File: src/rtl/alu_pkg.sv
// Shared constants for the ALU issue stage: ALU opcodes, MIPS op/funct fields, field widths.
package alu_pkg;

    localparam int NB_SHAMT = 5;
    localparam int NB_IMM   = 16;

    localparam logic [3:0] ALU_SLL = 4'b0000;
    localparam logic [3:0] ALU_SRL = 4'b0010;
    localparam logic [3:0] ALU_SRA = 4'b0011;
    localparam logic [3:0] ALU_AND = 4'b0100;
    localparam logic [3:0] ALU_NOR = 4'b0111;
    localparam logic [3:0] ALU_SLT = 4'b1001;
    localparam logic [3:0] ALU_SUB = 4'b1011;
    localparam logic [3:0] ALU_ADD = 4'b1100;
    localparam logic [3:0] ALU_OR  = 4'b1101;
    localparam logic [3:0] ALU_XOR = 4'b1110;

    localparam logic [5:0] OP_RTYPE = 6'b000000;
    localparam logic [5:0] OP_BEQ   = 6'b000100;
    localparam logic [5:0] OP_BNE   = 6'b000101;
    localparam logic [5:0] OP_ADDI  = 6'b001000;
    localparam logic [5:0] OP_ADDIU = 6'b001001;
    localparam logic [5:0] OP_SLTI  = 6'b001010;
    localparam logic [5:0] OP_ANDI  = 6'b001100;
    localparam logic [5:0] OP_ORI   = 6'b001101;
    localparam logic [5:0] OP_XORI  = 6'b001110;
    localparam logic [5:0] OP_LUI   = 6'b001111;
    localparam logic [5:0] OP_LW    = 6'b100011;
    localparam logic [5:0] OP_SW    = 6'b101011;

    localparam logic [5:0] FN_SLL  = 6'b000000;
    localparam logic [5:0] FN_SRL  = 6'b000010;
    localparam logic [5:0] FN_SRA  = 6'b000011;
    localparam logic [5:0] FN_SLLV = 6'b000100;
    localparam logic [5:0] FN_SRLV = 6'b000110;
    localparam logic [5:0] FN_SRAV = 6'b000111;
    localparam logic [5:0] FN_ADD  = 6'b100000;
    localparam logic [5:0] FN_ADDU = 6'b100001;
    localparam logic [5:0] FN_SUB  = 6'b100010;
    localparam logic [5:0] FN_SUBU = 6'b100011;
    localparam logic [5:0] FN_AND  = 6'b100100;
    localparam logic [5:0] FN_OR   = 6'b100101;
    localparam logic [5:0] FN_XOR  = 6'b100110;
    localparam logic [5:0] FN_NOR  = 6'b100111;
    localparam logic [5:0] FN_SLT  = 6'b101010;

endpackage

File: src/rtl/alu_issue_decode.sv
// Combinational MIPS decode: instruction + register operands -> ALU opcode, signed flag, operands.
module alu_issue_decode
    import alu_pkg::*;
#(
    parameter int NB_DATA       = 32,
    parameter int NB_ALU_OPCODE = 4
) (
    input  logic [NB_DATA-1:0]       i_instruction,
    input  logic [NB_DATA-1:0]       i_rs_data,
    input  logic [NB_DATA-1:0]       i_rt_data,
    output logic [NB_ALU_OPCODE-1:0] o_opcode,
    output logic                     o_signed,
    output logic [NB_DATA-1:0]       o_first,
    output logic [NB_DATA-1:0]       o_second,
    output logic                     o_illegal
);

    logic [5:0]         w_op;
    logic [5:0]         w_funct;
    logic [NB_DATA-1:0] w_shamt;
    logic [NB_DATA-1:0] w_rs_shamt;
    logic [NB_DATA-1:0] w_imm_sext;
    logic [NB_DATA-1:0] w_imm_zext;
    logic [NB_DATA-1:0] w_imm_upper;
    logic [3:0]         w_code;
    logic               w_unused_regidx;

    assign w_op        = i_instruction[31:26];
    assign w_funct     = i_instruction[5:0];
    assign w_shamt     = {{(NB_DATA-NB_SHAMT){1'b0}}, i_instruction[10:6]};
    assign w_rs_shamt  = {{(NB_DATA-NB_SHAMT){1'b0}}, i_rs_data[NB_SHAMT-1:0]};
    assign w_imm_sext  = {{(NB_DATA-NB_IMM){i_instruction[NB_IMM-1]}}, i_instruction[NB_IMM-1:0]};
    assign w_imm_zext  = {{(NB_DATA-NB_IMM){1'b0}}, i_instruction[NB_IMM-1:0]};
    assign w_imm_upper = {i_instruction[NB_IMM-1:0], {(NB_DATA-NB_IMM){1'b0}}};
    // Register indices were consumed by the register file upstream.
    assign w_unused_regidx = ^i_instruction[25:16];

    always_comb begin
        w_code    = ALU_ADD;
        o_signed  = 1'b0;
        o_first   = i_rs_data;
        o_second  = i_rt_data;
        o_illegal = 1'b0;
        if (w_op == OP_RTYPE) begin
            case (w_funct)
                FN_SLL:  begin w_code = ALU_SLL; o_first = i_rt_data; o_second = w_shamt;    end
                FN_SRL:  begin w_code = ALU_SRL; o_first = i_rt_data; o_second = w_shamt;    end
                FN_SRA:  begin w_code = ALU_SRA; o_first = i_rt_data; o_second = w_shamt;    end
                FN_SLLV: begin w_code = ALU_SLL; o_first = i_rt_data; o_second = w_rs_shamt; end
                FN_SRLV: begin w_code = ALU_SRL; o_first = i_rt_data; o_second = w_rs_shamt; end
                FN_SRAV: begin w_code = ALU_SRA; o_first = i_rt_data; o_second = w_rs_shamt; end
                FN_ADD:  begin w_code = ALU_ADD; o_signed = 1'b1; end
                FN_ADDU: w_code = ALU_ADD;
                FN_SUB:  begin w_code = ALU_SUB; o_signed = 1'b1; end
                FN_SUBU: w_code = ALU_SUB;
                FN_AND:  w_code = ALU_AND;
                FN_OR:   w_code = ALU_OR;
                FN_XOR:  w_code = ALU_XOR;
                FN_NOR:  w_code = ALU_NOR;
                FN_SLT:  w_code = ALU_SLT;
                default: o_illegal = 1'b1;
            endcase
        end else begin
            case (w_op)
                OP_ADDI:       begin w_code = ALU_ADD; o_signed = 1'b1; o_second = w_imm_sext; end
                OP_ADDIU:      begin w_code = ALU_ADD; o_second = w_imm_sext; end
                OP_SLTI:       begin w_code = ALU_SLT; o_second = w_imm_sext; end
                OP_ANDI:       begin w_code = ALU_AND; o_second = w_imm_zext; end
                OP_ORI:        begin w_code = ALU_OR;  o_second = w_imm_zext; end
                OP_XORI:       begin w_code = ALU_XOR; o_second = w_imm_zext; end
                OP_LUI:        begin w_code = ALU_OR;  o_first = '0; o_second = w_imm_upper; end
                OP_LW, OP_SW:  begin w_code = ALU_ADD; o_second = w_imm_sext; end
                OP_BEQ, OP_BNE: w_code = ALU_SUB;
                default:       o_illegal = 1'b1;
            endcase
        end
        // Illegal encodings leave a harmless ADD 0+0 in the slot.
        if (o_illegal) begin
            w_code   = ALU_ADD;
            o_signed = 1'b0;
            o_first  = '0;
            o_second = '0;
        end
    end

    assign o_opcode = NB_ALU_OPCODE'(w_code);

endmodule

File: src/rtl/alu_issue.sv
// ALU issue stage: decode plus a valid/ready output register toward EX.
// ALU_ISSUE_SKID_EN adds a skid entry so o_ready is registered instead of combinational.
module alu_issue
    import alu_pkg::*;
#(
    parameter int NB_DATA       = 32,
    parameter int NB_ALU_OPCODE = 4
) (
    input  logic                     i_clock,
    input  logic                     i_reset,
    input  logic                     i_flush,
    input  logic                     i_valid,
    output logic                     o_ready,
    input  logic [NB_DATA-1:0]       i_instruction,
    input  logic [NB_DATA-1:0]       i_rs_data,
    input  logic [NB_DATA-1:0]       i_rt_data,
    output logic                     o_valid,
    input  logic                     i_ready,
    output logic [NB_DATA-1:0]       o_first_operator,
    output logic [NB_DATA-1:0]       o_second_operator,
    output logic [NB_ALU_OPCODE-1:0] o_opcode,
    output logic                     o_signed_operation,
    output logic                     o_illegal
);

    localparam int NB_ENTRY = 2*NB_DATA + NB_ALU_OPCODE + 2;

    logic [NB_ALU_OPCODE-1:0] w_dec_opcode;
    logic                     w_dec_signed;
    logic [NB_DATA-1:0]       w_dec_first;
    logic [NB_DATA-1:0]       w_dec_second;
    logic                     w_dec_illegal;
    logic [NB_ENTRY-1:0]      w_entry;
    logic                     w_accept;
    logic [NB_ENTRY-1:0]      r_out;
    logic                     r_valid;

    alu_issue_decode #(
        .NB_DATA       (NB_DATA),
        .NB_ALU_OPCODE (NB_ALU_OPCODE)
    ) u_decode (
        .i_instruction (i_instruction),
        .i_rs_data     (i_rs_data),
        .i_rt_data     (i_rt_data),
        .o_opcode      (w_dec_opcode),
        .o_signed      (w_dec_signed),
        .o_first       (w_dec_first),
        .o_second      (w_dec_second),
        .o_illegal     (w_dec_illegal)
    );

    assign w_entry = {w_dec_illegal, w_dec_signed, w_dec_opcode, w_dec_first, w_dec_second};
    assign {o_illegal, o_signed_operation, o_opcode, o_first_operator, o_second_operator} = r_out;
    assign o_valid = r_valid;

`ifdef ALU_ISSUE_SKID_EN
    logic [NB_ENTRY-1:0] r_skid;
    logic                r_skid_valid;
    logic                r_ready;
    logic                w_out_free;

    assign o_ready    = r_ready;
    assign w_accept   = i_valid && r_ready;
    assign w_out_free = !r_valid || i_ready;

    always_ff @(posedge i_clock) begin
        if (i_reset) begin
            r_valid      <= 1'b0;
            r_out        <= '0;
            r_skid_valid <= 1'b0;
            r_skid       <= '0;
            r_ready      <= 1'b1;
        end else if (i_flush) begin
            r_valid      <= 1'b0;
            r_skid_valid <= 1'b0;
            r_ready      <= 1'b1;
        end else if (w_out_free) begin
            // r_ready is low whenever the skid is full, so no accept competes with the refill.
            if (r_skid_valid) begin
                r_out        <= r_skid;
                r_valid      <= 1'b1;
                r_skid_valid <= 1'b0;
                r_ready      <= 1'b1;
            end else if (w_accept) begin
                r_out   <= w_entry;
                r_valid <= 1'b1;
            end else begin
                r_valid <= 1'b0;
            end
        end else if (w_accept) begin
            r_skid       <= w_entry;
            r_skid_valid <= 1'b1;
            r_ready      <= 1'b0;
        end
    end
`else
    assign o_ready  = !r_valid || i_ready;
    assign w_accept = i_valid && o_ready;

    always_ff @(posedge i_clock) begin
        if (i_reset) begin
            r_valid <= 1'b0;
            r_out   <= '0;
        end else if (i_flush) begin
            r_valid <= 1'b0;
        end else if (w_accept) begin
            r_out   <= w_entry;
            r_valid <= 1'b1;
        end else if (i_ready) begin
            r_valid <= 1'b0;
        end
    end
`endif

endmodule

File: config.mk
export PLATFORM = sky130hd
export DESIGN_NAME = alu_issue
export DESIGN_NICKNAME = d
export VERILOG_FILES = /design/src/rtl/alu_pkg.sv /design/src/rtl/alu_issue_decode.sv /design/src/rtl/alu_issue.sv
export SDC_FILE = /design/constraint.sdc
export NUM_CORES = 1
export LEC_CHECK = 0
export CAP_MARGIN = 20
export CORE_MARGIN = 2
export CORE_UTILIZATION = 50
export DETAILED_ROUTE_END_ITERATION = 12
export PLACE_DENSITY = 0.84
export SETUP_SLACK_MARGIN = 0.02
export SYNTH_ARGS = -nofsm -noshare
export SYNTH_HDL_FRONTEND = slang
export SYNTH_HIERARCHICAL = 1
export SYNTH_SLANG_ARGS = --single-unit
File: constraint.sdc
create_clock -name i_clock -period 3.64 [get_ports i_clock]
set_input_delay 0.546 -clock i_clock [delete_from_list [all_inputs] [get_ports i_clock]]
set_output_delay 0.546 -clock i_clock [all_outputs]
set_load 0.03 [all_outputs]
== After elaboration in Yosys (flattened, before gate mapping) ==
Index checks and enable logic that the tools add are counted.

* Reduce and logical (&&, ||, !) cells: 22
* Equality and inequality tests: 25
* Magnitude comparators: 0
* Shift-type cells: 0
* $mul: 0
* Bitwise operators: 1
* Add/sub/neg operators: 0
* Mux-type cells: 21
* Divide/modulo/power cells: 0

{| class="wikitable"
|+ Operator list
! cell !! count
|-
| $mux 32 || 6
|-
| $pmux 32 s3 || 1
|-
| $eq 6x6->1 const B || 11
|-
| $pmux 32 s2 || 1
|-
| $eq 6x4->1 const B || 7
|-
| $pmux 4 s9 || 1
|-
| $eq 6x3->1 const B || 5
|-
| $pmux 4 s5 || 1
|-
| $reduce_or 2->1 || 8
|-
| $reduce_or 15->1 || 1
|-
| $eq 6x2->1 const B || 2
|-
| $logic_not 6->1 || 2
|-
| $reduce_or 11->1 || 1
|-
| $mux 1 || 9
|-
| $reduce_or 3->1 || 3
|-
| $mux 4 || 2
|-
| $reduce_or 6->1 || 1
|-
| $reduce_or 5->1 || 1
|-
| $reduce_and 2->1 || 1
|-
| $reduce_bool 2->1 || 1
|-
| $logic_and 1x1->1 || 1
|-
| $logic_not 1->1 || 1
|-
| $logic_or 1x1->1 || 1
|-
| $not 1->1 || 1
|}

* Bits in writable memories: 0
* Flip-flop bits (word level): 71
* Memory bits (read-only): 0
* Bits in latches: 0
* Memories kept: 0
* Bits of input ports: 101
* Word-level logic and storage cells: 71

== Depth between registers and ports, before layout ==
* Word-level depth: 5
* Mapped depth: 10
* Mapped depth without buffers: 7

== Hierarchy ==
Netlist, hierarchy kept.

{| class="wikitable"
|+ By module, submodules not included
! module !! times used !! cells each !! area each (µm²) !! sequential area each (µm²)
|-
| alu_issue || 1 || 309 || 3245.6 || 1421.4
|-
| alu_issue_decode || 1 || 276 || 1765.4 || 0.0
|}

== Worst setup path before layout ==
OpenSTA, ideal clock, no wires.

* Path kind: input-to-reg
* Start point: input port i_instruction[30]
* End point: register r_out[33]
* Arrival time: 2328 ps
* Library setup time: 118 ps
* Cell stages on the path: 10
* Path slack: 1194 ps
* Path through: clkbuf_1 or4_1 clkbuf_1 nor4_4 nor2_2 buf_6 a22oi_2 nor2_1 nand2b_1 mux2i_1

* Word-level cells in the longest chain between the ends: 5
* Elaborated cells on any way between the ends: 18
* Classes of those cells: eq/ne: 11; mux: 5; reduce/logical: 2

{| class="wikitable"
|+ Ends and longest elaborated chain
! item !! line !! RTL
|-
| start, declared || alu_issue.sv:14 || <nowiki>input logic [NB_DATA-1:0] i_instruction,</nowiki>
|-
| $eq 6x4->1 (tied with other cells) || alu_issue_decode.sv:64 || <nowiki>case (w_op)</nowiki>
|-
| $reduce_or 11->1 (no source line) || n/a ||
|-
| $mux 1 || alu_issue_decode.sv:64 ||
|-
| $mux 1 || alu_issue_decode.sv:44 || <nowiki>if (w_op == OP_RTYPE) begin</nowiki>
|-
| $mux 32 * || alu_issue_decode.sv:78 || <nowiki>if (o_illegal) begin</nowiki>
|-
| net w_dec_first[1] || alu_issue.sv:30 || <nowiki>logic [NB_DATA-1:0] w_dec_first;</nowiki>
|-
| end signal, assigned || alu_issue.sv:107 || <nowiki>r_out <= w_entry;</nowiki>
|-
| end, declared || alu_issue.sv:35 || <nowiki>logic [NB_ENTRY-1:0] r_out;</nowiki>
|}

Mark *: on every way through the listed nets, which the timed path passes. The rest lies on a longest branch.
A chain may end at the register's enable or synchronous reset.

== Worst setup path after layout ==
* Start point: input port i_instruction[28]
* End point: register r_out[29]

* Word-level cells in the longest chain between the ends: 5
* Elaborated cells on any way between the ends: 20
* Classes of those cells: eq/ne: 11; mux: 5; reduce/logical: 4

{| class="wikitable"
|+ Ends and longest elaborated chain
! item !! line !! RTL
|-
| $eq 6x4->1 (tied with other cells) || alu_issue_decode.sv:64 ||
|-
| $reduce_or 5->1 (no source line) (tied with other cells) || n/a ||
|-
| $pmux 32 s3 / $mux 1 (equally long branches) || alu_issue_decode.sv:64 ||
|-
| $mux 32 / $mux 1 (equally long branches) || alu_issue_decode.sv:44 ||
|-
| $mux 32 * || alu_issue_decode.sv:78 ||
|-
| net w_dec_second[29] || alu_issue.sv:31 || <nowiki>logic [NB_DATA-1:0] w_dec_second;</nowiki>
|}

Marked as above.

==> flow_metrics.env <==
export IMPL_run_status="finished, final reports clean"
export IMPL_cts_repair_timing_setup_buffer_count=0
export IMPL_cts_reportedPaths_clkPinSlew_ns=0.08
export IMPL_route_detailed_drc=0
export IMPL_timing_worst_slew_pin_value_ns=0.926
export IMPL_r2r_slack_ns=2.15
export IMPL_critical_path_required_ns=3.93
export IMPL_routedWlPerCell_um=17.8
export IMPL_netlist_area_um2=5010
export IMPL_antennaDiodeCount=0
export IMPL_clock_sinks=71
export IMPL_reg2reg_from="o_valid"
export IMPL_detailed_place_hpwl_um=10900
export IMPL_core_um2=9730
export IMPL_hold_end="r_out[53]"
export IMPL_clock_tree_htree_level_count=3
export IMPL_worst_path_max_fanout=13
export IMPL_ctsHoldBuffers=0
export IMPL_synth_largest_type_area_fraction=0.284
export IMPL_final_cell_mix="clkdlybuf4s50_1, nand2b_1, mux2i_1"
export IMPL_reg2reg_depth=4
export IMPL_worstSetupEndpointType="register"
export IMPL_netlist_cell_type_count=46
export IMPL_drt_wl_total_um=15200
export IMPL_cp_slowest_stage_delay_ns=0.69
export IMPL_most_common_cell_after_layout_fill_and_taps_aside="clkdlybuf4s50_1"
export IMPL_port_buffers=162
export IMPL_grt_first_pass_wirelength_um=24200
export IMPL_peakVddDrop_mv=0.208
export IMPL_setup_tns_ns=0
export IMPL_clock_tree_buffer_depth=2
export IMPL_post_route_min_period_ns=3.07
export IMPL_ys_dominant_reg_cell="dfxtp_1"
export IMPL_fin_skew_ns=0.00943
export IMPL_finalCritPeriodShare=0.842
export IMPL_cp_start_kind="input pin"
export IMPL_grt_pass1_vias=4778
export IMPL_routed_via_density=5.69
export IMPL_worstPathCellList="clkdlybuf4s50_1, nor2b_1, a21o_1, a221oi_1, nand3b_1, a211oi_1, nand2b_1, mux2i_1"
export IMPL_timing_final_max_slew_violations=0
export IMPL_hold_violations=0
export IMPL_count_of_flip_flops_with_a_built_in_enable_after_synthesis=0
export IMPL_initial_cell_density_of_the_core=0.515
export IMPL_final_antenna_net_count=0
export IMPL_grt_total_usage=0.274
export IMPL_grt_max_degree=71
export IMPL_drt_iter0_markers=454
export IMPL_drive_above_1_share=0.0960
export IMPL_critPathSlowestCell="clkdlybuf4s50_1"
export IMPL_async_set_reset_flop_share_out_of_synthesis=0
export IMPL_critical_path_reg2reg_endpoint="r_out[34]"
export IMPL_synth_sequential_area_ratio=0.284
export IMPL_timing_fmax_mhz=326
export IMPL_critPathArrivalTime_ns=3.36
export IMPL_ioPinCount=173
export IMPL_die_h_um=104
export IMPL_clk_root_buffer_cell="clkbuf_8"
export IMPL_hold_start="r_out[53]"
export IMPL_hold_path_class="register to register"
export IMPL_grt_ovfl_total=0
export IMPL_ctsResizeCount=0
export IMPL_area_growth_synth_to_final_pct=34.4
export IMPL_cts_tree="yes"
export IMPL_max_slew_headroom=0.381
export IMPL_yosys_warnings=6
export IMPL_power_per_cell_area_nw_per_um2=272
export IMPL_layout_nets=815
export IMPL_final_setup_viol_count=0
export IMPL_post_synth_inst_count=585
export IMPL_postSynthAreaPerCell_um2=8.57
export IMPL_syn_nets=686
export IMPL_postLayoutCellArea_um2=6730
export IMPL_drt_pass1_iter_count=5
export IMPL_die_w_um=104
export IMPL_cp_top_family="compound AO/OA/AOI/OAI gates"
export IMPL_ys_ff_latch=71
export IMPL_antenna_violations_before_repair=0
export IMPL_fp_dieArea_um2=10800
export IMPL_netlist_top_cells_area="dfxtp_1, nand2b_1, mux2i_1"
export IMPL_timing_setup_critical_path_class="input pin to register"
export IMPL_gp_routability_congestion=0.914
export IMPL_yosysTopAreaCell="dfxtp_1"
export IMPL_std_cell_rows=36
export IMPL_max_cap_violations=0
export IMPL_grt_setup_unrepaired="no"
export IMPL_placed_area_um2=6540
export IMPL_path_buf_inv=1
export IMPL_numCtsBuffers=9
export IMPL_worst_hold_path_num_cells=2
export IMPL_p_leak_nw=2.35
export IMPL_detailroute_via_count=4844
export IMPL_worstSkewPairLatency_ns=0.36
[per-layer routing]
| metal | track usage | share of wire | vias up |
|---|---|---|---|
| li1 | - | - | 2294 |
| met1 | 0.340 | 0.43 | 2302 |
| met4 | 0.0956 | 0.016 | 0 |
| met3 | 0.0789 | 0.083 | 21 |
| met5 | 0 | 0 | - |
| met2 | 0.454 | 0.47 | 227 |
[worst register-to-register path, cell delays in order (launching register included)]
cell and delay [ns]:
dfxtp_1 0.31, nor2b_4 0.13, nor3b_4 0.20, buf_12 0.43, mux2i_1 0.34
[where the power goes]
group	switching, mW	internal (mW)	total (mW)
Clock	0.311	0.265	0.575
Sequential	0.00896	0.793	0.802
Combinational	0.228	0.228	0.456
Total	0.548	1.29	1.83
[per-stage QoR]
stage	util	cells	total power [mW]	hold WS [ns]	worst slack (ns)
floorplan	-	585	1.09	0.596	1.19
global placement	0.672	835	1.26	0.457	0.396
detailed placement	0.672	835	1.27	0.460	0.356
CTS	0.690	851	1.84	0.479	0.737
global route	0.692	852	1.91	0.491	0.317
finish	0.692	852	1.83	0.476	0.574
[synth_stat cells, types with 2 or more instances]
library cell,instances
a211oi_1,7
a32o_1,2
nor2_2,2
a31oi_1,2
nand3_1,3
nor3b_2,2
nand3b_1,2
buf_12,7
inv_1,7
nand2b_1,140
a21o_1,3
nor3b_1,2
buf_2,10
a21oi_1,19
or2_2,2
o21ai_0,7
buf_6,4
clkbuf_1,31
nor2_1,54
nor2b_1,3
a22oi_2,30
a311oi_1,13
dfxtp_1,71
mux2i_1,77
a221oi_1,7
buf_4,4
nor3_1,10
a22oi_1,13
nand2_1,34
[logic make-up after synthesis]
group | synth area share
flip-flops | 0.284
multiplexers | 0.154
AO/OA/AOI/OAI | 0.191
buffers and inverters | 0.0821
AND/OR/NAND/NOR | 0.289
[area by class of cell]
cell class,instances,area (µm²)
multi-input combinational,450,3190
tap,133,166
inverter,7,26.3
timing repair buffer,175,1750
sequential,71,1420
fill,815,3000
clock inverter,5,33.8
clock buffer,11,141
[worst max-delay path by stage]
stage | cells past startpoint | start | to | slack [ns]
3_5_place_dp | 8 | i_instruction[31] | r_out[47] | 0.36
4_1_cts | 8 | i_instruction[31] | r_out[47] | 0.74
6_report | 8 | i_instruction[28] | r_out[29] | 0.57
2_1_floorplan | 10 | i_instruction[30] | r_out[33] | 1.19
3_3_place_gp | 8 | i_instruction[31] | r_out[32] | 0.40
5_1_grt | 9 | i_instruction[28] | r_out[1] | 0.32
[state kept, by name (all words and copies together), names as in the netlist]
| signal | cells |
|---|---|
| o_valid | 1 |
| r_out | 70 |
Power figures use the tool's default switching activity.
